===== src/rtl/cp0.sv =====
// cp0: Coprocessor-0 exception controller for the five-stage MIPS pipeline.
//
// Sits beside the M stage and holds SR (12), Cause (13), EPC (14) and PRId (15).
// Each cycle it combines enabled hardware interrupts with the exception code of
// the M-stage instruction. The result is Req, which flushes the pipeline and
// redirects fetch to the handler. EPC, Cause and SR.EXL are captured on the same
// edge that performs the flush. eret (EXLClr) releases the exception state.
//
// Handshake note: there is no valid/ready pairing here. Req is a single-cycle
// combinational strobe. The pipeline acts on it at the next posedge, and this
// block commits its own state on that same posedge, so no acknowledge is needed.
//
// Configuration macro: CP0_BD_EN
//   defined   -> branch-delay tracking: EPC = M_pc-4 and Cause.BD = M_bd
//                when the faulting instruction sits in a delay slot.
//   undefined -> M_bd is ignored, EPC = M_pc always, and Cause[31] reads 0.

module cp0 #(
    parameter logic [31:0] PRID_VAL   = 32'h2021_0007,
    parameter logic [31:0] HANDLER_PC = 32'h0000_4180
) (
    input  logic        clk,
    input  logic        reset,
    input  logic [4:0]  A1,
    input  logic [4:0]  A2,
    input  logic [31:0] Din,
    input  logic        we,
    input  logic [31:0] M_pc,
    input  logic        M_bd,
    input  logic [4:0]  M_exccode,
    input  logic [5:0]  HWInt,
    input  logic        EXLClr,
    output logic [31:0] Dout,
    output logic [31:0] EPC_out,
    output logic        Req
);

    // Register numbers as seen by mfc0/mtc0.
    localparam logic [4:0] REG_SR    = 5'd12;
    localparam logic [4:0] REG_CAUSE = 5'd13;
    localparam logic [4:0] REG_EPC   = 5'd14;
    localparam logic [4:0] REG_PRID  = 5'd15;

    // SR fields: only IM, EXL and IE are stored.
    logic [5:0]  im_q,  im_d;
    logic        exl_q, exl_d;
    logic        ie_q,  ie_d;

    // Cause fields: BD, IP and ExcCode.
    logic        bd_q,      bd_d;
    logic [5:0]  ip_q,      ip_d;
    logic [4:0]  exccode_q, exccode_d;

    // Exception program counter.
    logic [31:0] epc_q, epc_d;

    // Request terms.
    logic        int_req;
    logic        exc_req;

    // Values captured on an exception edge. They depend on the BD build option.
    logic [31:0] epc_capture;
    logic        bd_capture;

`ifdef CP0_BD_EN
    // A faulting delay-slot instruction must restart at its branch.
    assign epc_capture = M_bd ? (M_pc - 32'd4) : M_pc;
    assign bd_capture  = M_bd;

    // HANDLER_PC only documents the vector; the pipeline registers own it.
    logic unused_cfg;
    assign unused_cfg = ^HANDLER_PC;
`else
    // Without delay-slot tracking, always restart at the faulting instruction.
    assign epc_capture = M_pc;
    assign bd_capture  = 1'b0;

    // M_bd has no effect in this build. HANDLER_PC is informational only.
    logic unused_cfg;
    assign unused_cfg = ^{HANDLER_PC, M_bd};
`endif

    // Interrupt and exception qualification.
    // EXL masks both sources, and reset forces Req low.
    assign int_req = (|(HWInt & im_q)) & ie_q & ~exl_q;
    assign exc_req = (M_exccode != 5'd0) & ~exl_q;
    assign Req     = (int_req | exc_req) & ~reset;

    // Next-state logic.
    // An exception capture has priority over mtc0. EXLClr overrides any SR write
    // to the EXL bit. IP samples HWInt on every edge.
    always_comb begin
        im_d      = im_q;
        exl_d     = exl_q;
        ie_d      = ie_q;
        bd_d      = bd_q;
        ip_d      = HWInt;
        exccode_d = exccode_q;
        epc_d     = epc_q;

        if (Req) begin
            exl_d     = 1'b1;
            exccode_d = int_req ? 5'd0 : M_exccode;
            bd_d      = bd_capture;
            epc_d     = epc_capture;
        end else begin
            if (we) begin
                case (A2)
                    REG_SR: begin
                        im_d  = Din[15:10];
                        exl_d = Din[1];
                        ie_d  = Din[0];
                    end
                    REG_EPC: begin
                        epc_d = Din;
                    end
                    default: begin
                        // Cause, PRId and unimplemented numbers are read-only.
                    end
                endcase
            end
            if (EXLClr) begin
                exl_d = 1'b0;
            end
        end
    end

    // State registers with synchronous active-high reset.
    always_ff @(posedge clk) begin
        if (reset) begin
            im_q      <= 6'd0;
            exl_q     <= 1'b0;
            ie_q      <= 1'b0;
            bd_q      <= 1'b0;
            ip_q      <= 6'd0;
            exccode_q <= 5'd0;
            epc_q     <= 32'd0;
        end else begin
            im_q      <= im_d;
            exl_q     <= exl_d;
            ie_q      <= ie_d;
            bd_q      <= bd_d;
            ip_q      <= ip_d;
            exccode_q <= exccode_d;
            epc_q     <= epc_d;
        end
    end

    // mfc0 read port. It is purely combinational on A1 and shows registered
    // state only, with no bypass from a same-cycle write.
    always_comb begin
        Dout = 32'd0;
        case (A1)
            REG_SR:    Dout = {16'd0, im_q, 8'd0, exl_q, ie_q};
            REG_CAUSE: Dout = {bd_q, 15'd0, ip_q, 3'd0, exccode_q, 2'd0};
            REG_EPC:   Dout = epc_q;
            REG_PRID:  Dout = PRID_VAL;
            default:   Dout = 32'd0;
        endcase
    end

    assign EPC_out = epc_q;

endmodule


===== config.mk =====
export PLATFORM = sky130hd
export DESIGN_NAME = cp0
export DESIGN_NICKNAME = d
export VERILOG_FILES = /design/src/rtl/cp0.sv
export SDC_FILE = /design/constraint.sdc
export NUM_CORES = 1
export LEC_CHECK = 0
export CORE_MARGIN = 2
export CORE_UTILIZATION = 57
export DETAILED_ROUTE_END_ITERATION = 8
export DONT_BUFFER_PORTS = 1
export HOLD_SLACK_MARGIN = 0.1
export PLACE_DENSITY = 0.75
export SYNTH_ARGS = -nofsm -noshare
export SYNTH_HDL_FRONTEND = slang
export SYNTH_SLANG_ARGS = --single-unit
export TNS_END_PERCENT = 30

===== constraint.sdc =====
create_clock -name clk -period 1.95 [get_ports clk]
set_input_delay 0.39 -clock clk [delete_from_list [all_inputs] [get_ports clk]]
set_output_delay 0.39 -clock clk [all_outputs]
set_load 0.03 [all_outputs]

; ---- Word level (Yosys, flattened, before mapping)
; Cells that the tools add are included.
[classes]
n_eq_ne = 6
n_mux = 9
bitwise_logic = 9
n_reduce_logical = 9
[ops]
columns = cell, n
row1 = 32-bit one-hot mux with 4 select lines, 1
row2 = 32-bit two-way mux, 3
row3 = 5-bit by 4-bit equality test with 1-bit output (second input constant), 6
row4 = 6-bit AND, 1
row5 = 3-bit nonzero test, 2
row6 = 6-bit OR reduction, 1
row7 = 5-bit two-way mux, 1
row8 = 5-bit nonzero test, 1
row9 = 1-bit AND, 4
row10 = 1-bit two-way mux, 4
row11 = 2-bit AND reduction, 2
row12 = 2-bit nonzero test, 2
row13 = 1-bit inverter, 3
row14 = 3-bit AND reduction, 1
row15 = 1-bit OR, 1
[word_totals]
reg_bits = 51
in_bits = 90

; ---- Longest topological paths before layout
[logic_depth]
word_depth = 8
ltp_mapped = 7
depth_no_buf = 4

; ---- Worst setup path before layout
; OpenSTA, ideal clock, no wires.
[synth_timing]
path_type = input to output
from = in HWInt[0]
to = out Req
arrival_ns = 1.762
slack_ns = -0.202
stages = 7
n_path_buf = 3
path_cell_list = a22oi_1 a311o_1 buf_6 and2_4 buf_6 buf_6 nor2_1
[synth_between]
elab_chain_cells = 6
[synth_rtl]
columns = item, line
row1 = from (decl), 31  ; input logic [5:0] HWInt,
row2 = 6-bit AND, 85  ; assign int_req = (|(HWInt & im_q)) & ie_q & ~exl_q;
row3 = 6-bit OR reduction, 85
row4 = 1-bit AND (2 in a row), 85
row5 = 1-bit OR, 87  ; assign Req = (int_req | exc_req) & ~reset;
row6 = 1-bit AND, 87
row7 = to (decl), 35  ; output logic Req
; No other way between the ends.

; ---- Final worst setup path
[layout_timing]
from = reg im_q[2]
to = out Req
[layout_between]
elab_chain_cells = 6
[layout_rtl]
columns = item, line
row1 = from (decl), 45  ; logic [5:0] im_q, im_d;
row2 = from (signal assigned), 139  ; im_q <= im_d;
row3 = 6-bit AND, 85
row4 = 6-bit OR reduction, 85
row5 = 1-bit AND (2 in a row), 85
row6 = 1-bit OR, 87
row7 = 1-bit AND, 87
; No other way between the ends.

==> run_results.csv <==
group,metric,value,unit
route,viasPerCell,5.91,
global_route,antenna_found_initial,0,
die,start_util,0.590,
sta,timing.setup.tns,0,ns
layout,post-route-util,0.660,
die,rows,26,
sta,tightest_slew,0.409,ns
route,vias,2374,
global_route,grtUsageTotal,0.259,
sta,clock_skew,0.00734,ns
synthesis,muxShareOfSynthArea,0.159,
worst_setup_path,cp-endpoint,"Req",
clock_tree,insertion_delay,0.30,ns
worst_setup_path,r2r_end,"im_q[2]",
layout,antenna_cells,0,
synthesis,synth-seq-cells,51,
route,routed_wl,7.82,mm
synthesis,synth_top_cell_area_share,0.339,
power_and_ir_drop,peakVddDrop,0.451,mV
synthesis,ys_types,35,
sta,rsz0062_at_grt,"true",
place,port_buffers,0,
die,fp.dieH,76.7,um
worst_setup_path,r2r_setup_slack,0.16,ns
synthesis,synth.avg_cell_area,9.85,sq um
clock_tree,ctsHtreeMaxLevel,2,
global_route,grt_pass1_wl,12.1,mm
synthesis,syn_inst,306,
synthesis,synth-adder-area-share,0,
synthesis,synthesis.nets,396,
synthesis,synth_top_cell_by_area,"dfxtp_1",
sta,relSlewSlack,0.727,
worst_setup_path,startpoint,"im_q[2]",
layout,fillers,452,
route,firstDrtPassIters,4,
synthesis,synth_warnings,0,
layout,regArea,0.00103,sq mm
sta,post-route-period-util,0.983,
worst_setup_path,cp.required,1.56,ns
sta,setup_viol,0,
clock_tree,cts_buffer_depth,2,
place,gp_congestion,0.795,
sta,worst_slack,0.0324,ns
layout,drive_gt1_frac,0.349,
layout,multiInputGateArea,0.00177,sq mm
sta,fmax,521,MHz
sta,hold_viol,0,
power_and_ir_drop,p_per_area,723,mW/mm^2
global_route,grt_max_degree,59,
sta,drv_slew,0,
route,drc,0,
die,die_w,76.7,um
clock_tree,tritoncts,"built",
route,drt_iter0_drc,103,
layout,fin_nets,421,
flow_run,cap_viol_max_count,0,
global_route,grt_pass1_vias,2357,
synthesis,syn_area,0.00301,sq mm
worst_setup_path,r2r_start,"im_q[1]",
route,ant_nets,0,
clock_tree,clkSinkCount,51,
power_and_ir_drop,power,2.44,mW
clock_tree,cts_buffers,5,
worst_setup_path,crit_fanout,3,
synthesis,netlist_top_cells_area,"dfxtp_1, mux2i_1, a211oi_2",
synthesis,synth_xor_area_frac,0,
min_path,hp-start,"reset",
power_and_ir_drop,leakage,1.46,nW
sta,fin_crit,1.92,ns
clock_tree,clk_pin_slew_worst_paths,0.09,ns
die,ios,155,
worst_setup_path,worstSetupEndpointType,"output pin",
worst_setup_path,rr_worst_depth,5,
route,wl_per_cell,19.5,um
global_route,overflow,0,
synthesis,synth-simple-area-share,0.151,
clock_tree,cts_root_buf,"clkbuf_8",
min_path,hold_path.class,"in2reg",
synthesis,synth-compound-area-share,0.271,
place,dp_slack,-0.00880,ns
layout,syn2layout_area_growth,11.9,%
place,hpwl,5.79,mm
worst_setup_path,crit_type,"reg2out",
die,core_area,0.00511,sq mm
worst_setup_path,cp.arrival,1.53,ns
synthesis,ys_seq_area_frac,0.339,
run_status,outcome,"completed",
worst_setup_path,crit_path_start_kind,"flip-flop",
die,die_area,0.00588,sq mm
synthesis,synth_top_family_by_area,"compound AO/OA/AOI/OAI gates",
[metal layers]
metal / vias up / global-route usage / routed length [um]
li1: 1142 / - / -
met1: 1135 / 0.302 / 3120
met2: 93 / 0.450 / 4030
met3: 4 / 0.0894 / 648
met4: 0 / 0.0727 / 31
met5: - / 0 / 0
[worst max-delay path: stages, from the launching register on]
cell and delay, ns:
dfxtp_2 0.36, a22oi_2 0.07, a311o_2 0.41, and2_4 0.19
nor2_4 0.19
[sequential cells by signal, summed over array words and instances, names as in the netlist]
register and cells:
EPC_out 32, im_q 6, ip_q 6, exccode_q 5
exl_q 1, ie_q 1
[area by class of cell]
class                   instances  area share
clock buffers                   6      0.0245
inverters                       2     0.00223
multi-input cells             224       0.524
well taps                      70      0.0260
flip-flops and latches         51       0.305
repair buffers                 47       0.108
clock inverters                 2      0.0104
[synthesized netlist by cell type (all sizes together)]
cell	number
nor2	28
dfxtp	51
nand2	6
nor2b	10
clkbuf	12
nor4b	1
nand3b	1
a311o	1
a22oi	7
o41ai	1
nand2b	16
or4b	1
nand3	1
or4	1
and2	19
o211a	1
mux2i	48
o221a	2
o21ai	4
inv	2
a211oi	32
buf	17
a21oi	42
a21o	1
o21bai	1
[how the worst min path moves through the flow]
stage / end / slack [ns] / cells past startpoint
global route: EPC_out[22] / 0.13 / 1
CTS: EPC_out[22] / 0.13 / 1
detailed placement: EPC_out[22] / 0.46 / 1
global placement: EPC_out[25] / 0.46 / 1
finish: EPC_out[22] / 0.15 / 1
floorplan: im_q[3] / 0.46 / 2
[stage by stage]
step | hold WS, ns | instance area [sq um] | std cells
2_1_floorplan | 0.461 | 3020 | 306
3_3_place_gp | 0.459 | 3230 | 393
3_5_place_dp | 0.460 | 3230 | 393
4_1_cts | 0.131 | 3360 | 402
5_1_grt | 0.126 | 3370 | 402
6_report | 0.145 | 3370 | 402
[timing repair]
action                                  4_1_cts  5_1_grt
resized for setup                             4        3
endpoints found under the setup margin        1        1
pin swaps                                     1        2
hold buffers                                  0        0
buffers inserted                              1        0
endpoints found under the hold margin         0        0
[report_power, final]
group	leakage (nW)	internal, mW	switching, mW
clock	0.0612	0.416	0.350
sequential	0.426	1.12	0.175
combinational	0.970	0.177	0.201
total	1.46	1.71	0.726
[logic make-up after synthesis]
kind of cell / count (synthesis)
AO/OA/AOI/OAI: 92
AND/OR/NAND/NOR: 84
multiplexers: 48
flip-flops: 51
buffers and inverters: 31
[placed cells by master (no fill, tap or decap), drive strengths merged]
master / n
nand2: 6
nand2b: 16
inv: 2
o21ai: 4
nand3b: 1
clkbuf: 6
nor2b: 10
o211a: 1
o221a: 2
nor4b: 1
and2: 19
a21o: 1
nand3: 1
buf: 47
clkinv: 1
o21bai: 1
nor2: 28
mux2i: 48
bufinv: 1
a21oi: 42
or4b: 1
a22oi: 7
a211oi: 32
a311o: 1
or4: 1
o41ai: 1
dfxtp: 51
Note: power is estimated with default switching activity, not from simulation.
==> patch 1 (config.mk and constraints unchanged) <==
Add a define of `CP0_BD_EN`.
--- a/src/rtl/cp0.sv
+++ b/src/rtl/cp0.sv
@@ -15,4 +15,6 @@
 //                when the faulting instruction sits in a delay slot.
 //   undefined -> M_bd is ignored, EPC = M_pc always, and Cause[31] reads 0.
+
+`define CP0_BD_EN
 
 module cp0 #(
Formal check against the unedited RTL: not equivalent (Yosys sat finds a counterexample within 4 cycles, from zero or initial values and one cycle with reset high).
==> patch 1 against the original RTL <==
- global-route usage up 5.4 points
- count of clock-buffer cells in the layout down 1
- sequential share of layout area down 5.3 points
- sequential cell count up 1
- synthesized cell count up 43%
- setup slack better by 0.011 ns
- cell area up 23%
- power up 3.1%
- worst hold slack worse by 0.0055 ns
- area after synthesis up 20%
- routed wire length up 46%
- largest power group unchanged
==> patch 1: results (changes against the original RTL) <==
stage,metric,value,unit,change
outcome,status,finished clean,,
final_layout,layout.non_clock_inverters,7,,+5
placement,place_ws,-0.0954,ns,-0.0866 ns
final_layout,clock_area_share,2.68,%,-0.81 points
grt,grt.met3_usage,9.20,%,+0.26 points
timing,maxClockFrequency,524,MHz,+0.56%
worst_setup_path,regToRegSetupSlack,0.14,ns,-0.02 ns
synthesis,syn_inst,439,,+43%
grt,groute.layer.met1.usage,41.9,%,+12 points
worst_setup_path,critPathSlowestCell,sky130_fd_sc_hd__a311oi_2,,
placement,place.detailed.hpwl,8510,microns,+47%
placement,routabilityCongestion,0.928,,+17%
worst_setup_path,max_stage_delay,0.44,ns,+0.03 ns
job,drv.max_cap_violation_count,0,,unchanged
grt,grtUsageMet2,49.5,%,+4.5 points
grt,global_route.usage.total,31.3,%,+5.4 points
final_layout,n_sequential_cell,52,,+2.0%
timing,worst_slew_margin_rel,66.7,%,-6.0 points
final_layout,multi_input_gate_area,2390,sq um,+35%
final_layout,layout_multi_input_combinational_cell_count,336,,+50%
final_layout,layout.clock_buffers,5,,-1
placement,place_area,4030,sq um,+25%
power_and_ir_drop,p_leak,1.41,nW,-3.1%
synthesis,synth-compound-area-share,27.9,%,+0.79 points
routing,detailedRoute.firstIterationViolations,494,,+380%
synthesis,muxShareOfSynthArea,7.20,%,-8.7 points
power_and_ir_drop,max-vdd-ir-drop,0.407,mV,-9.7%
power_and_ir_drop,power.share.combinational,17.9,%,+2.4 points
routing,met1Wirelength,4620,microns,+48%
final_layout,final.signal_buffer_count,60,,+28%
synthesis,synth_sequential_area_ratio,28.8,%,-5.1 points
final_layout,fin_area,4160,sq um,+23%
power_and_ir_drop,power.density_cell_area,604,nW/um^2,-16%
timing,finalClockSkew,0.00498,ns,-0.00235 ns
grt,grt_max_degree,61,,+3.4%
routing,wl_met2,5370,microns,+33%
grt,number_of_global_route_vias_before_repair,3508,,+49%
synthesis,synth.area.top_cells,"sky130_fd_sc_hd__dfxtp_1 29%, sky130_fd_sc_hd__mux2i_1 7.2%, sky130_fd_sc_hd__o31ai_1 5.6%",,
placement,placedCellCount,532,,+35%
synthesis,most_frequent_cells_after_synthesis,"52 x sky130_fd_sc_hd__dfxtp_1, 31 x sky130_fd_sc_hd__clkbuf_1, 31 x sky130_fd_sc_hd__nor2_1",,
final_layout,num-nets-final,553,,+31%
worst_setup_path,reg2reg_to,EPC_out[11]$_SDFFE_PP0P_,,
routing,post_drt_wl_per_cell,21.2,microns,+8.8%
synthesis,ys_types,59,,+69%
final_layout,non_clock_buffer_area_fraction_after_layout,11.7,%,+0.89 points
floorplan,fp.coreArea,6240,sq um,+22%
synthesis,synth_fa_ha_area_share,0.346,%,+0.35 points
final_layout,post_route_cells_drive_above_1_share,21.6,%,-13 points
worst_setup_path,critPathLaunch,im_q[3]$_SDFFE_PP0P_,,
synthesis,synth-xor-area-share,1.94,%,+1.9 points
power_and_ir_drop,internal_power,1.73,mW,+0.74%
final_layout,fill_cells,525,,+16%
final_layout,stdcell_count,540,,+34%
routing,dr_total_vias,3787,,+60%
routing,detailroute.wirelength.met3,1190,microns,+83%
patch 1: cell count changes in the layout (fill, tap and decap cells not counted), moves of 14 or more:
| cell | unedited run | this run |
|---|---|---|
| sky130_fd_sc_hd__o31ai_1 | 0 | 27 |
| sky130_fd_sc_hd__mux2i_1 | 48 | 26 |
| sky130_fd_sc_hd__nand4_1 | 0 | 20 |
| sky130_fd_sc_hd__a211oi_1 | 4 | 22 |
| sky130_fd_sc_hd__a21oi_2 | 20 | 1 |
| sky130_fd_sc_hd__a211oi_2 | 28 | 0 |
| sky130_fd_sc_hd__a31oi_1 | 0 | 16 |
| sky130_fd_sc_hd__a41o_1 | 0 | 14 |
patch 1: what timing repair did:
item | 4_1_cts | 5_1_grt
setup buffers | 0 | 0
setup endpoints to repair | 1 | 2
pin swaps | 2 | 2
gates resized for setup | 6 | 3
==> patch 2 (same flow settings) <==
Without the edit above. Take the reset off `im_q` and load it in a clocked block of its own.
--- a/src/rtl/cp0.sv
+++ b/src/rtl/cp0.sv
@@ -129,5 +129,4 @@
     always_ff @(posedge clk) begin
         if (reset) begin
-            im_q      <= 6'd0;
             exl_q     <= 1'b0;
             ie_q      <= 1'b0;
@@ -137,5 +136,4 @@
             epc_q     <= 32'd0;
         end else begin
-            im_q      <= im_d;
             exl_q     <= exl_d;
             ie_q      <= ie_d;
@@ -145,4 +143,8 @@
             epc_q     <= epc_d;
         end
+    end
+
+    always_ff @(posedge clk) begin
+        im_q <= im_d;
     end
 
Function: changed (a bounded check fails within 4 cycles, from zero or initial values and one cycle with reset high).
==> patch 2 against the original RTL <==
- area after synthesis fell by 9.8%
- first-iteration DRC count rose by 17%
- highest routed layer unchanged
- routed wire length fell by 8.8%
- setup slack improved by 0.017 ns
- clock power fell by 6.3%
- sequential cell count did not move
- power fell by 1.2%
- cell area fell by 6.0%
==> patch 2: results (changes against the original RTL) <==
stage,metric,value,unit,change
power_and_ir_drop,p_leak,1.47,nW,+0.65%
synthesis,ys_types,32,,-8.6%
worst_setup_path,regToRegSetupSlack,0.26,ns,+0.10 ns
grt,wire_length_of_the_first_global_routing_pass,10700,microns,-11%
synthesis,most_frequent_cells_after_synthesis,"45 x sky130_fd_sc_hd__dfxtp_1, 43 x sky130_fd_sc_hd__mux2i_1, 42 x sky130_fd_sc_hd__a21oi_1",,
power_and_ir_drop,max-vdd-ir-drop,0.497,mV,+10%
power_and_ir_drop,internal_power,1.69,mW,-1.5%
synthesis,synth.area.top_cells,"sky130_fd_sc_hd__dfxtp_1 33%, sky130_fd_sc_hd__mux2i_1 16%, sky130_fd_sc_hd__a211oi_2 9.2%",,
routing,detailedRoute.firstIterationViolations,121,,+17%
placement,place.detailed.hpwl,5220,microns,-9.7%
outcome,status,finished clean,,
routing,drt_first_pass_iters,5,,+1
power_and_ir_drop,power_clock,718,uW,-6.3%
worst_setup_path,timing.critical_path.fanout_max,4,,+1
worst_setup_path,critPathSlowestCell,sky130_fd_sc_hd__edfxtp_1,,
synthesis,synth_area_per_cell,9.51,sq um,-3.4%
synthesis,number_of_enable_type_register_cells_in_the_synthesized_netlist,6,,+6
routing,post_drt_wl_per_cell,19.1,microns,-1.8%
routing,routed_wl,7130,microns,-8.8%
grt,number_of_global_route_vias_before_repair,2170,,-7.9%
final_layout,num-nets-final,408,,-3.1%
synthesis,synth_fp_nets,376,,-5.1%
grt,grt_max_degree,44,,-25%
timing,slew_at_the_pin_closest_to_its_max_slew_limit,0.395,ns,-0.0134 ns
worst_setup_path,critPathLaunch,im_q[5]$_DFFE_PP_,,
grt,grt.met3_usage,9.12,%,+0.17 points
final_layout,post_route_cells_drive_above_1_share,27.6,%,-7.4 points
routing,met1Wirelength,2820,microns,-9.5%
timing,finalClockSkew,0.00733,ns,-0.00000510 ns
placement,place_area,3030,sq um,-6.3%
grt,global_route.usage.total,25.8,%,-0.087 points
routing,detailroute.wirelength.met3,677,microns,+4.5%
worst_setup_path,critical_path.reg2reg.startpoint,im_q[2]$_DFFE_PP_,,
synthesis,synth_sequential_area_ratio,39.8,%,+5.9 points
grt,groute.layer.met1.usage,31.8,%,+1.5 points
cts,post_cts_resized,1,,-3
placement,routabilityCongestion,0.794,,-0.19%
worst_setup_path,reg2reg_to,ie_q$_SDFFE_PP0P_,,
patch 2: changes by cell type in the layout (fill, tap and decap cells not counted), moves of 8 or more:
cell	before	now
sky130_fd_sc_hd__a211oi_2	28	20
sky130_fd_sc_hd__nand2b_1	16	1
sky130_fd_sc_hd__a211oi_1	4	12
sky130_fd_sc_hd__a21oi_1	22	42
sky130_fd_sc_hd__a21oi_2	20	0
patch 2: kinds of logic (layout without fill, tap and decap cells):
logic type	after synthesis	after routing	synth area share, %
mux	43	43	15.8
compound gates	92	92	25.7
simple gates	69	69	13.0
buf+inv	31	64	5.71
flops	51	51	39.8
patch 2: cell type report:
| class | count | share of cell area (%) |
|---|---|---|
| multi-input cells | 204 | 47.6 |
| flip-flops and latches | 51 | 34.1 |
| repair buffers | 52 | 12.3 |
| clock buffers | 5 | 2.17 |
| well taps | 54 | 2.13 |
| clock inverters | 3 | 1.22 |
| inverters | 4 | 0.474 |
